[config.mk]
export PLATFORM = sky130hd
export DESIGN_NAME = phase_decoder_16
export DESIGN_NICKNAME = d
export VERILOG_FILES = /design/src/rtl/phase16_pkg.sv /design/src/rtl/thermo_decode_16.sv /design/src/rtl/phase_decoder_16.sv
export SDC_FILE = /design/constraint.sdc
export NUM_CORES = 1
export LEC_CHECK = 0
export ABC_AREA = 1
export BUFFER_PORTS_ARGS = -buffer_cell sky130_fd_sc_hd__buf_2
export CAP_MARGIN = 20
export CORE_ASPECT_RATIO = 1.2
export CORE_MARGIN = 8
export CORE_UTILIZATION = 60
export CTS_BUF_LIST = sky130_fd_sc_hd__clkbuf_4 sky130_fd_sc_hd__clkbuf_8
export DETAILED_ROUTE_END_ITERATION = 8
export PLACE_DENSITY = 0.81
export SETUP_SLACK_MARGIN = 0.02
export SLEW_MARGIN = 40
export SYNTH_ARGS = -nofsm -noshare
export SYNTH_HDL_FRONTEND = slang
export SYNTH_SLANG_ARGS = --single-unit
[constraint.sdc]
create_clock -name clk -period 7.9 [get_ports clk]
set_input_delay 0.79 -clock clk [delete_from_list [all_inputs] [get_ports clk]]
set_output_delay 0.79 -clock clk [all_outputs]
set_load 0.05 [all_outputs]
[src/rtl/phase16_pkg.sv]
// Shared definitions for 16-phase thermometer/Johnson phase blocks.
package phase16_pkg;

  localparam int PHASE_W    = 16;
  localparam int IDX_W      = 5;
  localparam int NUM_PHASES = 32;

  // Lock tracker state.
  typedef enum logic [0:0] {
    SEARCH = 1'b0,
    LOCKED = 1'b1
  } lock_state_e;

  // Number of ones in a 16-bit word (0..16 fits in 5 bits).
  function automatic logic [IDX_W-1:0] popcount16(input logic [PHASE_W-1:0] w);
    logic [IDX_W-1:0] cnt;
    cnt = 5'd0;
    for (int i = 0; i < PHASE_W; i++) begin
      cnt = cnt + {4'd0, w[i]};
    end
    return cnt;
  endfunction

endpackage

[src/rtl/thermo_decode_16.sv]
// Combinational decoder: 16-bit thermometer/Johnson word -> 5-bit phase index.
// Low form (ones packed at the LSB end) maps to its popcount 0..16.
// High form (ones packed at the MSB end, 1..15 of them) maps to 32 - popcount,
// i.e. 17..31. Everything else is not a legal phase word.
module thermo_decode_16
  import phase16_pkg::*;
(
  input  logic [PHASE_W-1:0] word_i,
  output logic [IDX_W-1:0]   idx_o,
  output logic               legal_o
);

  logic [PHASE_W-1:0] inv_s;
  logic [IDX_W-1:0]   pop_s;
  logic [5:0]         high_idx_s;
  logic               low_form_s;
  logic               high_form_s;

  // Classify the word and compute its index.
  always_comb begin
    inv_s       = ~word_i;
    pop_s       = popcount16(word_i);
    low_form_s  = ((word_i & (word_i + 16'd1)) == 16'd0);
    // 0x0000 and 0xFFFF are already low form, so the inverted test only
    // needs to cover the words with 1..15 ones.
    high_form_s = ((inv_s & (inv_s + 16'd1)) == 16'd0) &&
                  (pop_s != 5'd0) && (pop_s != 5'd16);
    high_idx_s  = 6'd32 - {1'b0, pop_s};
    if (low_form_s) begin
      idx_o   = pop_s;
      legal_o = 1'b1;
    end else if (high_form_s) begin
      idx_o   = high_idx_s[IDX_W-1:0];
      legal_o = 1'b1;
    end else begin
      idx_o   = 5'd0;
      legal_o = 1'b0;
    end
  end

endmodule

[src/rtl/phase_decoder_16.sv]
// Receive-side phase word checker: registers the generator's thermometer word,
// decodes it to a phase index, flags illegal words and out-of-sequence steps,
// tracks lock and keeps a saturating error count. Outputs appear two edges
// after the word is presented.
module phase_decoder_16
  import phase16_pkg::*;
#(
  parameter int LOCK_COUNT  = 8,
  parameter int UNLOCK_ERRS = 2,
  parameter int ERR_CNT_W   = 8
) (
  input  logic                 clk,
  input  logic                 rst_gen_n,
  input  logic [PHASE_W-1:0]   phase_in,
  input  logic                 clr_err,
  output logic [IDX_W-1:0]     phase_idx,
  output logic                 idx_valid,
  output logic                 code_err,
  output logic                 seq_err,
  output logic                 locked,
  output logic [ERR_CNT_W-1:0] err_count
);

  localparam logic [7:0]           LOCK_CNT_C = 8'(LOCK_COUNT);
  localparam logic [3:0]           UNLOCK_C   = 4'(UNLOCK_ERRS);
  localparam logic [ERR_CNT_W-1:0] ERR_MAX_C  = {ERR_CNT_W{1'b1}};
  localparam logic [ERR_CNT_W-1:0] ERR_ONE_C  = {{(ERR_CNT_W-1){1'b0}}, 1'b1};
  localparam logic [ERR_CNT_W-1:0] ERR_ZERO_C = {ERR_CNT_W{1'b0}};

  // Input stage; phase_vld_q keeps the reset value of phase_q from being
  // decoded as a real 0x0000 word.
  logic [PHASE_W-1:0]   phase_q;
  logic                 phase_vld_q;

  logic [IDX_W-1:0]     phase_idx_q, phase_idx_d;
  logic                 idx_valid_q, idx_valid_d;
  logic                 code_err_q, code_err_d;
  logic                 seq_err_q, seq_err_d;
  logic [ERR_CNT_W-1:0] err_count_q, err_count_d;
  logic [IDX_W-1:0]     prev_idx_q, prev_idx_d;
  logic                 prev_valid_q, prev_valid_d;
  logic [7:0]           run_q, run_d;
  logic [3:0]           miss_q, miss_d;
  lock_state_e          state_q, state_d;

  logic [IDX_W-1:0]     dec_idx_s;
  logic                 dec_legal_s;
  logic [IDX_W-1:0]     exp_idx_s;
  logic                 good_s;
  logic                 bad_s;

  thermo_decode_16 u_dec (
    .word_i  (phase_q),
    .idx_o   (dec_idx_s),
    .legal_o (dec_legal_s)
  );

  // Classify the registered word and update the sequence history.
  always_comb begin
    phase_idx_d  = phase_idx_q;
    idx_valid_d  = 1'b0;
    code_err_d   = 1'b0;
    seq_err_d    = 1'b0;
    prev_idx_d   = prev_idx_q;
    prev_valid_d = prev_valid_q;
    good_s       = 1'b0;
    bad_s        = 1'b0;
    exp_idx_s    = prev_idx_q + 5'd1;
    if (phase_vld_q) begin
      if (dec_legal_s) begin
        idx_valid_d  = 1'b1;
        phase_idx_d  = dec_idx_s;
        if (prev_valid_q && (dec_idx_s != exp_idx_s)) begin
          seq_err_d = 1'b1;
          bad_s     = 1'b1;
        end else begin
          good_s    = prev_valid_q;
        end
        prev_idx_d   = dec_idx_s;
        prev_valid_d = 1'b1;
      end else begin
        // Illegal word: hold the index and restart sequence checking.
        code_err_d   = 1'b1;
        bad_s        = 1'b1;
        prev_valid_d = 1'b0;
      end
    end else begin
      prev_valid_d = prev_valid_q;
    end
  end

  // Lock FSM next state: count good steps in SEARCH, bad steps in LOCKED.
  always_comb begin
    state_d = state_q;
    run_d   = run_q;
    miss_d  = miss_q;
    case (state_q)
      SEARCH: begin
        if (good_s) begin
          if ((run_q + 8'd1) == LOCK_CNT_C) begin
            state_d = LOCKED;
            run_d   = 8'd0;
          end else begin
            run_d   = run_q + 8'd1;
          end
        end else if (bad_s) begin
          run_d = 8'd0;
        end else begin
          run_d = run_q;
        end
      end
      LOCKED: begin
        if (bad_s) begin
          if ((miss_q + 4'd1) == UNLOCK_C) begin
            state_d = SEARCH;
            miss_d  = 4'd0;
            run_d   = 8'd0;
          end else begin
            miss_d  = miss_q + 4'd1;
          end
        end else if (good_s) begin
          miss_d = 4'd0;
        end else begin
          miss_d = miss_q;
        end
      end
      default: begin
        state_d = SEARCH;
        run_d   = 8'd0;
        miss_d  = 4'd0;
      end
    endcase
  end

  // Saturating error counter; a clear coinciding with a bad step keeps that step.
  always_comb begin
    err_count_d = err_count_q;
    if (clr_err) begin
      err_count_d = bad_s ? ERR_ONE_C : ERR_ZERO_C;
    end else if (bad_s && (err_count_q != ERR_MAX_C)) begin
      err_count_d = err_count_q + ERR_ONE_C;
    end else begin
      err_count_d = err_count_q;
    end
  end

  // State and output registers.
  always_ff @(posedge clk or negedge rst_gen_n) begin
    if (!rst_gen_n) begin
      phase_q      <= 16'h0000;
      phase_vld_q  <= 1'b0;
      phase_idx_q  <= 5'd0;
      idx_valid_q  <= 1'b0;
      code_err_q   <= 1'b0;
      seq_err_q    <= 1'b0;
      err_count_q  <= ERR_ZERO_C;
      prev_idx_q   <= 5'd0;
      prev_valid_q <= 1'b0;
      run_q        <= 8'd0;
      miss_q       <= 4'd0;
      state_q      <= SEARCH;
    end else begin
      phase_q      <= phase_in;
      phase_vld_q  <= 1'b1;
      phase_idx_q  <= phase_idx_d;
      idx_valid_q  <= idx_valid_d;
      code_err_q   <= code_err_d;
      seq_err_q    <= seq_err_d;
      err_count_q  <= err_count_d;
      prev_idx_q   <= prev_idx_d;
      prev_valid_q <= prev_valid_d;
      run_q        <= run_d;
      miss_q       <= miss_d;
      state_q      <= state_d;
    end
  end

  assign phase_idx = phase_idx_q;
  assign idx_valid = idx_valid_q;
  assign code_err  = code_err_q;
  assign seq_err   = seq_err_q;
  assign locked    = (state_q == LOCKED);
  assign err_count = err_count_q;

endmodule

==> impl_metrics.env <==
export IMPL_async_flop_share_pct=100
export IMPL_p_clk_share_pct=22.6
export IMPL_routed_wl_mm=7.20
export IMPL_track_usage_pct=18.2
export IMPL_swShare_pct=36.2
export IMPL_drt_iter0_markers=133
export IMPL_setup_viol=0
export IMPL_arrival_ns=5.97
export IMPL_place_congestion=0.922
export IMPL_max_vdd_ir_drop_v=0.000110
export IMPL_path_max_fanout=9
export IMPL_netlist_area_um2=3370
export IMPL_worstSetupEndpointType="flip-flop"
export IMPL_total_power_uw=630
export IMPL_fin_tns_setup_ns=0
export IMPL_rows=30
export IMPL_insertion_delay_ns=0.29
export IMPL_hold_viol=0
export IMPL_cts_tree="yes"
export IMPL_drtAntennaViolNets=0
export IMPL_portBuffers=35
export IMPL_multi_input_area_um2=1960
export IMPL_critical_path_class="reg2reg"
export IMPL_synth_area_leaders="dfrtp_1, nand2_1, nand3_1"
export IMPL_synth_seq_cells=47
export IMPL_hold_class="in2async"
export IMPL_fin_area_um2=3710
export IMPL_slew_viol_final=0
export IMPL_grt_max_degree=48
export IMPL_drc=0
export IMPL_rsz0062_at_grt="false"
export IMPL_status="finished clean"
export IMPL_avgSynthCellArea_um2=7.48
export IMPL_htreeDepth=2
export IMPL_dpl_hpwl_mm=5.82
export IMPL_detail_route_first_pass_iterations=4
export IMPL_antenna_found_initial=0
export IMPL_powerDensity_nw_per_um2=170
export IMPL_grt_pass1_wl_mm=12.6
export IMPL_die_w_um=84.4
export IMPL_cp_start_kind="flip-flop"
export IMPL_synth_most_common_cell="nand2_1"
export IMPL_die_y_um=98.1
export IMPL_register_area_um2=1180
export IMPL_layout_min_cycle_time_ns=5.79
export IMPL_p_int_uw=402
export IMPL_max_cap_violations=0
export IMPL_min_period_over_period_pct=73.3
export IMPL_syn_num_nets=496
export IMPL_syn_inst=451
export IMPL_yosys_warnings=0
export IMPL_core_area_um2=5560
export IMPL_start_util_pct=60.7
export IMPL_clockBufferDepth=2
export IMPL_ys_seq_area_share_pct=34.9
export IMPL_io_pins=36
export IMPL_drive_gt1_share_pct=12.2
export IMPL_cts_buffers_inserted=5
export IMPL_area_growth_synth_to_final_pct=10.1
export IMPL_dieArea_um2=8280
export IMPL_hold_slack_ns=0.487
export IMPL_synth_edff_count=0
export IMPL_cts_root_buf="clkbuf_8"
export IMPL_wl_per_cell_um=13.0
export IMPL_clkTransAtPathRegs_ns=0.08
export IMPL_cts_sinks=47
export IMPL_routed_via_density=5.40
export IMPL_synthDistinctLibCells=33
export IMPL_reg2regPathDepth=22
export IMPL_n_antenna_cell=0
export IMPL_overflow=0
export IMPL_synth_ff_type="dfrtp_1"
export IMPL_synth_top_cell_area_share_pct=34.9
export IMPL_cts_resized=0
export IMPL_ctsHoldBuffers=0
export IMPL_p_switching_uw=228
export IMPL_synth_commonest_cells="nand2_1, inv_1, nor2_1, nand3_1, dfrtp_1"
export IMPL_cts_setup_buffers=0
export IMPL_num_vias=3003
export IMPL_fmax_mhz=173
export IMPL_grt_pass1_vias=2949
export IMPL_worst_pin_slew_ns=0.576
export IMPL_skew_ns=0.00720
export IMPL_slew_headroom_pct=61.6
export IMPL_nNetsFinal=537
export IMPL_combPwrFrac_pct=36.5
export IMPL_placed_area_um2=3630
export IMPL_p_leak_nw=2.01
export IMPL_seqPwrFrac_pct=40.9
export IMPL_final_fill_count=493
export IMPL_synth_top_cell_by_area="dfrtp_1"
export IMPL_worst_endpoint_required_ns=8.09
## final timing paths
| path | end | slack [ns] | start |
|---|---|---|---|
| worst max-delay path | run_q[7] | 2.11 | phase_q[0] |
| worst min-delay path | phase_q[14] | 0.49 | rst_gen_n |
| worst max register to register | run_q[7] | 2.11 | phase_q[0] |
| worst min register to register | prev_valid_q | 0.50 | phase_vld_q |
| max in group asynchronous | err_count[2] | 7.01 | rst_gen_n |
| min in group clk | prev_valid_q | 0.50 | phase_vld_q |
## registers in the layout (all words and copies together) (netlist names)
| register | cells |
|---|---|
| seq_err | 1 |
| run_q | 8 |
| locked | 1 |
| phase_q | 16 |
| idx_valid | 1 |
| prev_valid_q | 1 |
| miss_q | 4 |
| prev_idx_q | 5 |
| phase_vld_q | 1 |
| err_count | 8 |
| code_err | 1 |
## final cells by class
cell class,count,area share [%]
Clock buffer,6,2.22
Clock inverter,1,0.135
Inverter,63,6.37
Multi-Input combinational cell,340,52.7
Sequential cell,47,31.7
Tap cell,64,2.16
Timing Repair Buffer,35,4.78
## placed cells by master, fill, tap and decap left out, drive strengths merged, types with 12 or more instances in the layout
master / netlist / routed
buf: 0 / 35
nand3: 59 / 59
nand4: 14 / 14
nor2: 60 / 60
dfrtp: 47 / 47
xor2: 12 / 12
nand2: 126 / 126
o21ai: 16 / 16
inv: 62 / 62
ha: 16 / 16
## stage by stage
stage / utilization (%) / setup WS (ns) / std cells
6_report: 66.8 / 2.11 / 556
5_1_grt: 66.8 / 1.78 / 556
4_1_cts: 66.8 / 2.14 / 556
3_5_place_dp: 65.3 / 2.18 / 549
3_3_place_gp: 65.2 / 2.33 / 549
2_1_floorplan: - / 2.62 / 451
## power by group through the flow
stage	Combinational (mW)	Sequential, mW	Clock (mW)
global route	0.262	0.259	0.156
global placement	0.213	0.262	0
detailed placement	0.230	0.262	0
CTS	0.232	0.258	0.146
finish	0.230	0.258	0.142
floorplan	0.159	0.270	0
## logic make-up after synthesis
group	share of synthesized area (%)
AOI/OAI and AO/OA	4.42
xor gates and xnor gates	4.16
adders and majority gates	11.9
buffers and inverters	7.12
DFF	34.9
other	0.111
and+or+nand+nor	37.4
## per-layer routing
| layer | up-vias | global-route usage [%] | routed length, µm |
|---|---|---|---|
| met5 | - | 0 | 0 |
| met3 | 8 | 3.19 | 203 |
| met1 | 1427 | 21.1 | 3140 |
| li1 | 1522 | - | - |
| met2 | 46 | 32.9 | 3780 |
| met4 | 0 | 6.04 | 78 |
## critical path, cell delays in order (launching register included)
cell and delay, ns:
dfrtp_1 0.44, inv_1 0.11, ha_1 0.30, inv_1 0.07, fa_1 0.43, fa_1 0.49, fa_1 0.53, fa_1 0.43
fa_1 0.42, fa_1 0.57, ha_1 0.19, nand2_1 0.07, nand3b_1 0.19, inv_1 0.07, nor2_1 0.06, nand3_1 0.11
nand2_4 0.10, a21oi_2 0.38, inv_1 0.12, nor2_1 0.20, nand3_2 0.22, nand3_1 0.14, nand2_1 0.05
No activity file was read; power rests on OpenSTA's default activity.
